--- src/rtl/image_proc_ctrl_pkg.sv ---
// -----------------------------------------------------------------------------
// image_proc_ctrl_pkg
// Shared definitions for the image-processing run controller:
//   - algorithm codes driven to the datapath (NN / PR / DC / BA)
//   - controller FSM state encodings
//   - ERR_CODE values reported to the host
//   - watchdog counter width and an algorithm-support helper
// No ports (package).
// -----------------------------------------------------------------------------
package image_proc_ctrl_pkg;

    typedef enum logic [1:0] {
        ALG_NN = 2'd0,
        ALG_PR = 2'd1,
        ALG_DC = 2'd2,
        ALG_BA = 2'd3
    } alg_e;

    typedef enum logic [2:0] {
        ST_IDLE = 3'd0,
        ST_ARM  = 3'd1,
        ST_RUN  = 3'd2,
        ST_CPLT = 3'd3,
        ST_FAIL = 3'd4
    } state_e;

    typedef enum logic [1:0] {
        ERR_NONE    = 2'd0,
        ERR_UNSUP   = 2'd1,
        ERR_TIMEOUT = 2'd2,
        ERR_RSVD    = 2'd3
    } err_e;

    localparam int WD_WIDTH = 20;

    // True when the datapath build implements the requested algorithm code.
    function automatic logic alg_supported(input logic [3:0] mask, input logic [1:0] code);
        return mask[code];
    endfunction

endpackage

--- src/rtl/image_proc_ctrl_watchdog.sv ---
// -----------------------------------------------------------------------------
// ipc_watchdog
// Counts cycles while enabled and flags expiry on the LIMIT-th enabled cycle
// since the last clear.  Only built when IPC_TIMEOUT_EN is defined.
// Ports:
//   clk_i     : clock
//   rst_i     : asynchronous active-high reset
//   clear_i   : synchronous clear of the cycle count (has priority)
//   enable_i  : count this cycle
//   expire_o  : high during the LIMIT-th enabled cycle (combinational)
// -----------------------------------------------------------------------------
module ipc_watchdog
    import image_proc_ctrl_pkg::*;
#(
    parameter logic [WD_WIDTH-1:0] LIMIT = 20'd1000000
) (
    input  logic clk_i,
    input  logic rst_i,
    input  logic clear_i,
    input  logic enable_i,
    output logic expire_o
);

    localparam logic [WD_WIDTH-1:0] LAST = LIMIT - 20'd1;

    logic [WD_WIDTH-1:0] count_q;
    logic [WD_WIDTH-1:0] count_d;

    always_comb begin
        count_d = count_q;
        if (clear_i) begin
            count_d = '0;
        end else if (enable_i && (count_q != '1)) begin
            // Saturate rather than wrap so a missed expiry can never re-arm.
            count_d = count_q + 20'd1;
        end
    end

    always_ff @(posedge clk_i or posedge rst_i) begin
        if (rst_i) begin
            count_q <= '0;
        end else begin
            count_q <= count_d;
        end
    end

    // count_q holds the number of enabled cycles already completed, so the
    // LIMIT-th cycle is the one where it equals LIMIT-1.
    assign expire_o = enable_i && !clear_i && (count_q == LAST);

endmodule

--- src/rtl/image_proc_ctrl.sv ---
// -----------------------------------------------------------------------------
// image_proc_ctrl
// Run controller for the existing image_processing datapath.  Holds the
// datapath in reset, latches the host's algorithm code, releases the datapath
// after ARM_CYCLES of arming, waits for ENG_DONE and reports DONE or ERROR
// until the host acknowledges.  Contains no datapath logic.
//
// Optional feature: define IPC_TIMEOUT_EN to add a RUN-state watchdog
// (ipc_watchdog) that fails the run with ERR_CODE=2 after TIMEOUT_CYCLES.
// Without it RUN waits for ENG_DONE indefinitely.
//
// Ports:
//   CLK        in   clock
//   RESET      in   asynchronous active-high reset
//   START      in   host start (pulse or level), sampled in IDLE only
//   ALGORITHM  in 2 host algorithm code (0 NN, 1 PR, 2 DC, 3 BA)
//   ACK        in   host acknowledge, clears DONE / ERROR
//   ENG_DONE   in   datapath done flag
//   ENG_RESET  out  reset to the datapath
//   ALG_SEL    out2 latched algorithm code to the datapath
//   BUSY       out  high in ARM / RUN
//   DONE       out  sticky run-complete flag
//   ERROR      out  sticky failure flag
//   ERR_CODE   out2 0 none, 1 unsupported algorithm, 2 timeout
// -----------------------------------------------------------------------------
module image_proc_ctrl
    import image_proc_ctrl_pkg::*;
#(
    parameter int                  ARM_CYCLES     = 4,
    parameter logic [3:0]          ALG_MASK       = 4'b0001,
    parameter logic [WD_WIDTH-1:0] TIMEOUT_CYCLES = 20'd1000000
) (
    input  logic       CLK,
    input  logic       RESET,
    input  logic       START,
    input  logic [1:0] ALGORITHM,
    input  logic       ACK,
    input  logic       ENG_DONE,
    output logic       ENG_RESET,
    output logic [1:0] ALG_SEL,
    output logic       BUSY,
    output logic       DONE,
    output logic       ERROR,
    output logic [1:0] ERR_CODE
);

    // The counter is loaded on the IDLE->ARM edge and RUN is entered on the
    // edge where it reads zero, giving exactly ARM_CYCLES cycles in ARM.
    localparam logic [3:0] ARM_LOAD = 4'(ARM_CYCLES - 1);

    state_e     state_q;
    logic [3:0] arm_cnt_q;
    logic [1:0] alg_sel_q;
    logic       eng_reset_q;
    logic       busy_q;
    logic       done_q;
    logic       error_q;
    logic [1:0] err_code_q;

    logic       wd_expire;

`ifdef IPC_TIMEOUT_EN
    logic wd_clear;
    logic wd_enable;

    // Count is held at zero outside RUN so each run starts a fresh window.
    assign wd_enable = (state_q == ST_RUN);
    assign wd_clear  = (state_q != ST_RUN);

    ipc_watchdog #(
        .LIMIT (TIMEOUT_CYCLES)
    ) u_watchdog (
        .clk_i    (CLK),
        .rst_i    (RESET),
        .clear_i  (wd_clear),
        .enable_i (wd_enable),
        .expire_o (wd_expire)
    );
`else
    // No watchdog: expiry is constant low; the AND keeps the timeout
    // parameter referenced so both builds share one parameter list.
    assign wd_expire = 1'b0 & (|TIMEOUT_CYCLES);
`endif

    always_ff @(posedge CLK or posedge RESET) begin
        if (RESET) begin
            state_q     <= ST_IDLE;
            arm_cnt_q   <= '0;
            alg_sel_q   <= '0;
            eng_reset_q <= 1'b1;
            busy_q      <= 1'b0;
            done_q      <= 1'b0;
            error_q     <= 1'b0;
            err_code_q  <= ERR_NONE;
        end else begin
            unique case (state_q)
                ST_IDLE: begin
                    eng_reset_q <= 1'b1;
                    busy_q      <= 1'b0;
                    if (START) begin
                        alg_sel_q <= ALGORITHM;
                        if (alg_supported(ALG_MASK, ALGORITHM)) begin
                            state_q   <= ST_ARM;
                            arm_cnt_q <= ARM_LOAD;
                            busy_q    <= 1'b1;
                        end else begin
                            // Datapath stays in reset: it has no logic
                            // for this code.
                            state_q    <= ST_FAIL;
                            error_q    <= 1'b1;
                            err_code_q <= ERR_UNSUP;
                        end
                    end
                end

                ST_ARM: begin
                    if (arm_cnt_q == 4'd0) begin
                        state_q     <= ST_RUN;
                        eng_reset_q <= 1'b0;
                    end else begin
                        arm_cnt_q <= arm_cnt_q - 4'd1;
                    end
                end

                ST_RUN: begin
                    // Done beats a simultaneous watchdog expiry.
                    if (ENG_DONE) begin
                        state_q     <= ST_CPLT;
                        done_q      <= 1'b1;
                        busy_q      <= 1'b0;
                        eng_reset_q <= 1'b1;
                    end else if (wd_expire) begin
                        state_q     <= ST_FAIL;
                        error_q     <= 1'b1;
                        err_code_q  <= ERR_TIMEOUT;
                        busy_q      <= 1'b0;
                        eng_reset_q <= 1'b1;
                    end
                end

                ST_CPLT: begin
                    if (ACK) begin
                        state_q <= ST_IDLE;
                        done_q  <= 1'b0;
                    end
                end

                ST_FAIL: begin
                    if (ACK) begin
                        state_q    <= ST_IDLE;
                        error_q    <= 1'b0;
                        err_code_q <= ERR_NONE;
                    end
                end

                default: begin
                    // Unreachable encodings recover to a safe idle.
                    state_q     <= ST_IDLE;
                    arm_cnt_q   <= '0;
                    eng_reset_q <= 1'b1;
                    busy_q      <= 1'b0;
                    done_q      <= 1'b0;
                    error_q     <= 1'b0;
                    err_code_q  <= ERR_NONE;
                end
            endcase
        end
    end

    assign ENG_RESET = eng_reset_q;
    assign ALG_SEL   = alg_sel_q;
    assign BUSY      = busy_q;
    assign DONE      = done_q;
    assign ERROR     = error_q;
    assign ERR_CODE  = err_code_q;

endmodule

--- config.mk ---
export PLATFORM = sky130hd
export DESIGN_NAME = image_proc_ctrl
export DESIGN_NICKNAME = d
export VERILOG_FILES = /design/src/rtl/image_proc_ctrl_pkg.sv /design/src/rtl/image_proc_ctrl_watchdog.sv /design/src/rtl/image_proc_ctrl.sv
export SDC_FILE = /design/constraint.sdc
export NUM_CORES = 1
export LEC_CHECK = 0
export ABC_AREA = 1
export CAP_MARGIN = 10
export CELL_PAD_IN_SITES_DETAIL_PLACEMENT = 1
export CELL_PAD_IN_SITES_GLOBAL_PLACEMENT = 1
export CORE_ASPECT_RATIO = 1.4
export CORE_UTILIZATION = 38
export CTS_BUF_LIST = sky130_fd_sc_hd__clkbuf_4 sky130_fd_sc_hd__clkbuf_8
export DETAILED_ROUTE_END_ITERATION = 8
export PLACE_DENSITY_LB_ADDON = 0.1
export SETUP_SLACK_MARGIN = 0.02
export SLEW_MARGIN = 20
export SYNTH_ARGS = -nofsm -noshare
export SYNTH_HDL_FRONTEND = slang
export SYNTH_SLANG_ARGS = --single-unit
--- constraint.sdc ---
create_clock -name CLK -period 1.3 [get_ports CLK]
set_input_delay 0.26 -clock CLK [delete_from_list [all_inputs] [get_ports CLK]]
set_output_delay 0.26 -clock CLK [all_outputs]
set_load 0.02 [all_outputs]
## Yosys cells after proc, flatten, opt, wreduce, memory -nomap -nowiden

Cells that the tools add are included.

| storage, ports and cells | value |
|---|---|
| bits in registers | 15 |
| bits of input ports | 7 |
| output and inout bits | 8 |
| word-level logic and storage cells | 70 |

| operators by class | value |
|---|---|
| $add $sub $neg | 1 |
| magnitude comparators | 1 |
| equality and inequality tests | 13 |
| muxes and demuxes | 28 |
| bitwise gates (word level) | 5 |
| reduce and logical (&&, ||, !) cells | 14 |

Operators by type and width:

| operator | count |
|---|---|
| $ne 2x2->1 const B | 8 |
| $mux 3 | 5 |
| $mux 4 | 3 |
| $pmux 1 s3 | 4 |
| $pmux 3 s4 | 1 |
| $pmux 4 s3 | 1 |
| $reduce_and 4->1 | 3 |
| $reduce_or 3->1 | 4 |
| $mux 1 | 9 |
| $eq 3x2->1 const B | 2 |
| $mux 2 | 3 |
| $pmux 2 s3 | 1 |
| $reduce_and 3->1 | 2 |
| $not 1->1 | 5 |
| $logic_not 4->1 | 1 |
| $reduce_and 2->1 | 2 |
| $sub 4x1->4 const B | 1 |
| $eq 3x1->1 const B | 1 |
| $eq 3x3->1 const B | 1 |
| $logic_not 3->1 | 1 |
| $lt 2x3->1 const B | 1 |
| $bmux 1 s2 | 1 |
| $ne 2x1->1 const B | 1 |
| $reduce_or 2->1 | 1 |

## Longest topological paths before layout

| depth | value |
|---|---|
| depth in word-level cells | 5 |
| gate-level depth with buffers | 9 |
| depth with buffers taken out | 9 |

## Least setup slack after synthesis

No wires, ideal clock.

| timing path | value |
|---|---|
| kind | register to register |
| start point | register state_q[2] |
| end point | register arm_cnt_q[0] |
| library setup time | 0.120 ns |
| data arrival time | 1.058 ns |
| required time | 1.180 ns |
| slack | 0.121 ns |
| stages on the path, launching flop included | 9 |
| buffers on the path | 0 |
| period minus slack after synthesis | 1.179 ns |
| cells stage by stage | dfrtp_1 > inv_2 > nand2_2 > nor2_2 > nand2_1 > nand2_2 > nor2_4 > nand2_1 > nand2_1 |

| between the ends | value |
|---|---|
| word-level cells in the longest chain between the ends | 4 |
| elaborated cells on any way between the ends | 12 |
| those cells by class | eq/ne: 7; mux: 1; bitwise: 1; reduce/logical: 3 |

RTL lines:

| element | RTL line | text |
|---|---|---|
| start: declaration | image_proc_ctrl.sv:51 | `state_e state_q;` |
| start signal: assignment | image_proc_ctrl.sv:87 | `state_q <= ST_IDLE;` |
| start signal: assignment | image_proc_ctrl.sv:103 | `state_q <= ST_ARM;` |
| start signal: assignment | image_proc_ctrl.sv:109 | `state_q <= ST_FAIL;` |
| $eq 3x3->1 or $eq 3x2->1 (tied branches) | image_proc_ctrl.sv:96 | `unique case (state_q)` |
| $reduce_or 3->1 (no source line) | n/a |  |
| $not 1->1 (no source line) | n/a |  |
| $reduce_and 4->1 (no source line) | n/a |  |
| end signal: assignment | image_proc_ctrl.sv:121 | `arm_cnt_q <= arm_cnt_q - 4'd1;` |
| end: declaration | image_proc_ctrl.sv:52 | `logic [3:0] arm_cnt_q;` |

Several ways; a longest one is shown, not always the timed one.
A chain may end at the register's enable or synchronous reset.

## Final worst setup path

| timing path | value |
|---|---|
| start point | register state_q[1] |
| end point | register state_q[0] |

| between the ends | value |
|---|---|
| word-level cells in the longest chain between the ends | 4 |
| elaborated cells on any way between the ends | 12 |
| those cells by class | eq/ne: 8; mux: 1; reduce/logical: 3 |

RTL lines:

| element | RTL line |
|---|---|
| $eq 3x3->1 or $eq 3x2->1 (tied branches) | image_proc_ctrl.sv:96 |
| $reduce_or 2->1 (no source line) | n/a |
| $ne 2x1->1 (no source line) | n/a |
| $reduce_and 4->1 (no source line) | n/a |

Several ways; a longest one is shown, not always the timed one.

==> metrics.txt <==
Startpoint Class=flop; mean routed wirelength per cell=between 10 and 15 microns; overall power=about 2.8 mW; WP data required=1.48 ns; Pleak=0.593 nW; sequential power share=approximately a quarter; initial antenna violation count=0; worst vdd ir=about 0.0012 V; Clock Skew=0.00576 ns; RSZ-0062 raised after global routing=yes; sequential element share of the synthesized area=39.7%; Routed met1 length=852 microns; metal2 WL=1.33 mm; final core utilization=between 50% and 60%; initial core utilization=41.2%; CTS buffer count=3; Int Power=1.43 mW; top_reg_cell synth=dfrtp_1; most used cell, CP=nand2_1; DIE AREA=2360 sq um; die extent in y=57.1 microns; EDFF count, synth=0; Highest Clock Rate=798 MHz; Reg clk slew, reported paths=approximately 0.09 ns; r2r setup slk=roughly 0.047 ns; final wirelength=between 2 and 2.5 mm; largest net degree at the start of global routing=14; Worst R2R Path Depth=7; slowest library cell on the worst path=dfrtp_1; clk root buf=clkbuf_4; first-pass GRT wire length=3.73 mm; Yosys reg bits=13; layout cells sized above 1=a little under a third; worst min path class=in -> async; Placement Rows=19; CP Class=reg -> reg; syn avg cell area=between 7 and 8 sq um; Max Cap Violations=0; final setup violating endpoints=0; sw frac=roughly half; syn_nets=about 120; Core Footprint=2000 sq um; routability cong.=0.841; reg2reg end=state_q[0]; Max stage delay on crit path=0.38 ns; worst path cell trace=buf_4, nand3_1, nand2_1, nand2_1, nand2_1, o21bai_1, nand2_1; DRC=0; GR Util All Layers=approximately a quarter; synth unique cells=21; Clock Power Share=between 10% and 20%; Mapped Cells=between 100 and 150; synth warn=0; # hold bufs at CTS=0; Final Hold Vio Count=0; drt pass-1 iters=4; port bufs=13; Slew Viols, Final=0; Worst Setup End Kind=flop; H-tree depth=1; via count=837; Iter 0 DRT Violations=20; PD cells=2480 nW/um^2; minimum clock period=1.25 ns; Worst Path Arrival=1.43 ns; async set-reset flop share out of synthesis=100%; Psw=1.34 mW; CTS tree=built; Final nets=151; crit path max fanout=3; synthesis-to-layout area growth=35.4%; Clock Tree Buf Depth=2; synthesized area=823 sq um; gr ovfl total=0; final worst-path cycle share=about 96%; DIE WIDTH=41.3 microns; Ports=15; reg2reg start=state_q[1]; clk sinks=13; dpl hpwl=1.80 mm; Detail Route met3 WL=58 microns; Via density=5.17; vias in the first global route=868; final antenna-violating net count=0; Gate power share=64.1%; n_diodes=0; insertion delay to the later sink of the worst-skew pair=0.28 ns; Top Metal Used=met4; status=complete, no violations
-- per-stage QoR --
| stage | worst slack (ns) | hold WS (ns) | area [sq um] | TNS, ns | instances |
|---|---|---|---|---|---|
| finish | 0.0473 | 0.261 | 1110 | 0 | 162 |
| global route | -0.0667 | 0.258 | 1110 | -0.408 | 162 |
| CTS | 0.0203 | 0.263 | 1110 | 0 | 162 |
| detailed placement | -0.175 | 0.469 | 1050 | -0.947 | 155 |
| global placement | -0.0695 | 0.465 | 1050 | -0.442 | 155 |
| floorplan | 0.121 | 0.136 | 823 | 0 | 112 |
-- logic make-up after synthesis --
group,after synthesis,synth area share [%]
flip-flops,13,39.7
buffers and inverters,17,8.66
AO/OA/AOI/OAI,19,12.5
adder cells (fa/ha/maj),2,3.04
AND/OR/NAND/NOR,59,34.7
other,1,0.455
XOR/XNOR,1,1.06
-- repair_timing --
| item | CTS | global route |
|---|---|---|
| endpoints found under the setup margin | 15 | 15 |
| resized for setup | 18 | 9 |
| gates cloned | 0 | 0 |
| setup buffers | 3 | 0 |
| pin swaps | 1 | 0 |
-- cell usage after synthesis, drive strengths merged (2+ instances only) --
library cell / n / area share, %
nand2: 38 / 19
buf: 2 / 1.8
dfrtp: 12 / 36
o21ai: 13 / 7.9
o21bai: 3 / 2.7
inv: 15 / 6.8
nor2: 10 / 6.1
nand3: 9 / 7.0
a21oi: 3 / 1.8
ha: 2 / 3.0
-- layer usage --
layer | track usage [%] | up-vias
met1 | 24.4 | 408
met3 | 5.84 | 5
met2 | 42.9 | 13
met5 | 0 | -
met4 | 5.53 | 0
li1 | - | 411
-- power groups by stage --
stage	combinational [mW]	sequential [mW]	clock (mW)
CTS	1.77	0.702	0.288
global placement	1.65	0.694	0
finish	1.77	0.707	0.285
global route	1.98	0.734	0.318
floorplan	0.994	0.806	0
detailed placement	1.71	0.706	0
-- placed cells by master, fill, tap and decap left out, drive strengths merged --
cell and instances:
a21oi 3, buf 15, clkbuf 6, clkdlybuf4s15 3
clkdlybuf4s50 6, conb 1, dfrtp 12, dfstp 1
dlygate4sd2 1, ha 2, inv 15, nand2 38
nand3 9, nand3b 1, nand4 1, nor2 10
o21ai 13, o21bai 3, xnor2 1
-- flip-flops by register name, summed over array words and instances (netlist names) --
signal / count
BUSY: 1
ALG_SEL: 2
DONE: 1
ERR_CODE: 1
arm_cnt_q: 4
state_q: 3
ENG_RESET: 1
-- worst max-delay path by stage --
stage	startpoint	to	slack [ns]
2_1_floorplan	state_q[2]	arm_cnt_q[0]	0.12
3_3_place_gp	ALGORITHM[1]	arm_cnt_q[1]	-0.07
3_5_place_dp	ALGORITHM[0]	state_q[0]	-0.18
4_1_cts	state_q[2]	state_q[0]	0.02
5_1_grt	state_q[1]	ALG_SEL[1]	-0.07
6_report	state_q[1]	state_q[0]	0.05
-- critical path: cells and delay by family (launching register included) --
| kind | cells | cell delay (ns) |
|---|---|---|
| AND/OR/NAND/NOR | 5 | 0.47 |
| flip-flops | 1 | 0.38 |
| buffers and inverters | 1 | 0.15 |
| AO/OA/AOI/OAI | 1 | 0.13 |
-- layout make-up --
class / count / area [sq um]
Clock buffer: 4 / 30.0
Fill cell: 262 / 882
Inverter: 15 / 56.3
Multi-Input combinational cell: 82 / 455
Sequential cell: 13 / 328
Tap cell: 21 / 26.3
Timing Repair Buffer: 27 / 219
(Power assumes the default switching activity.)
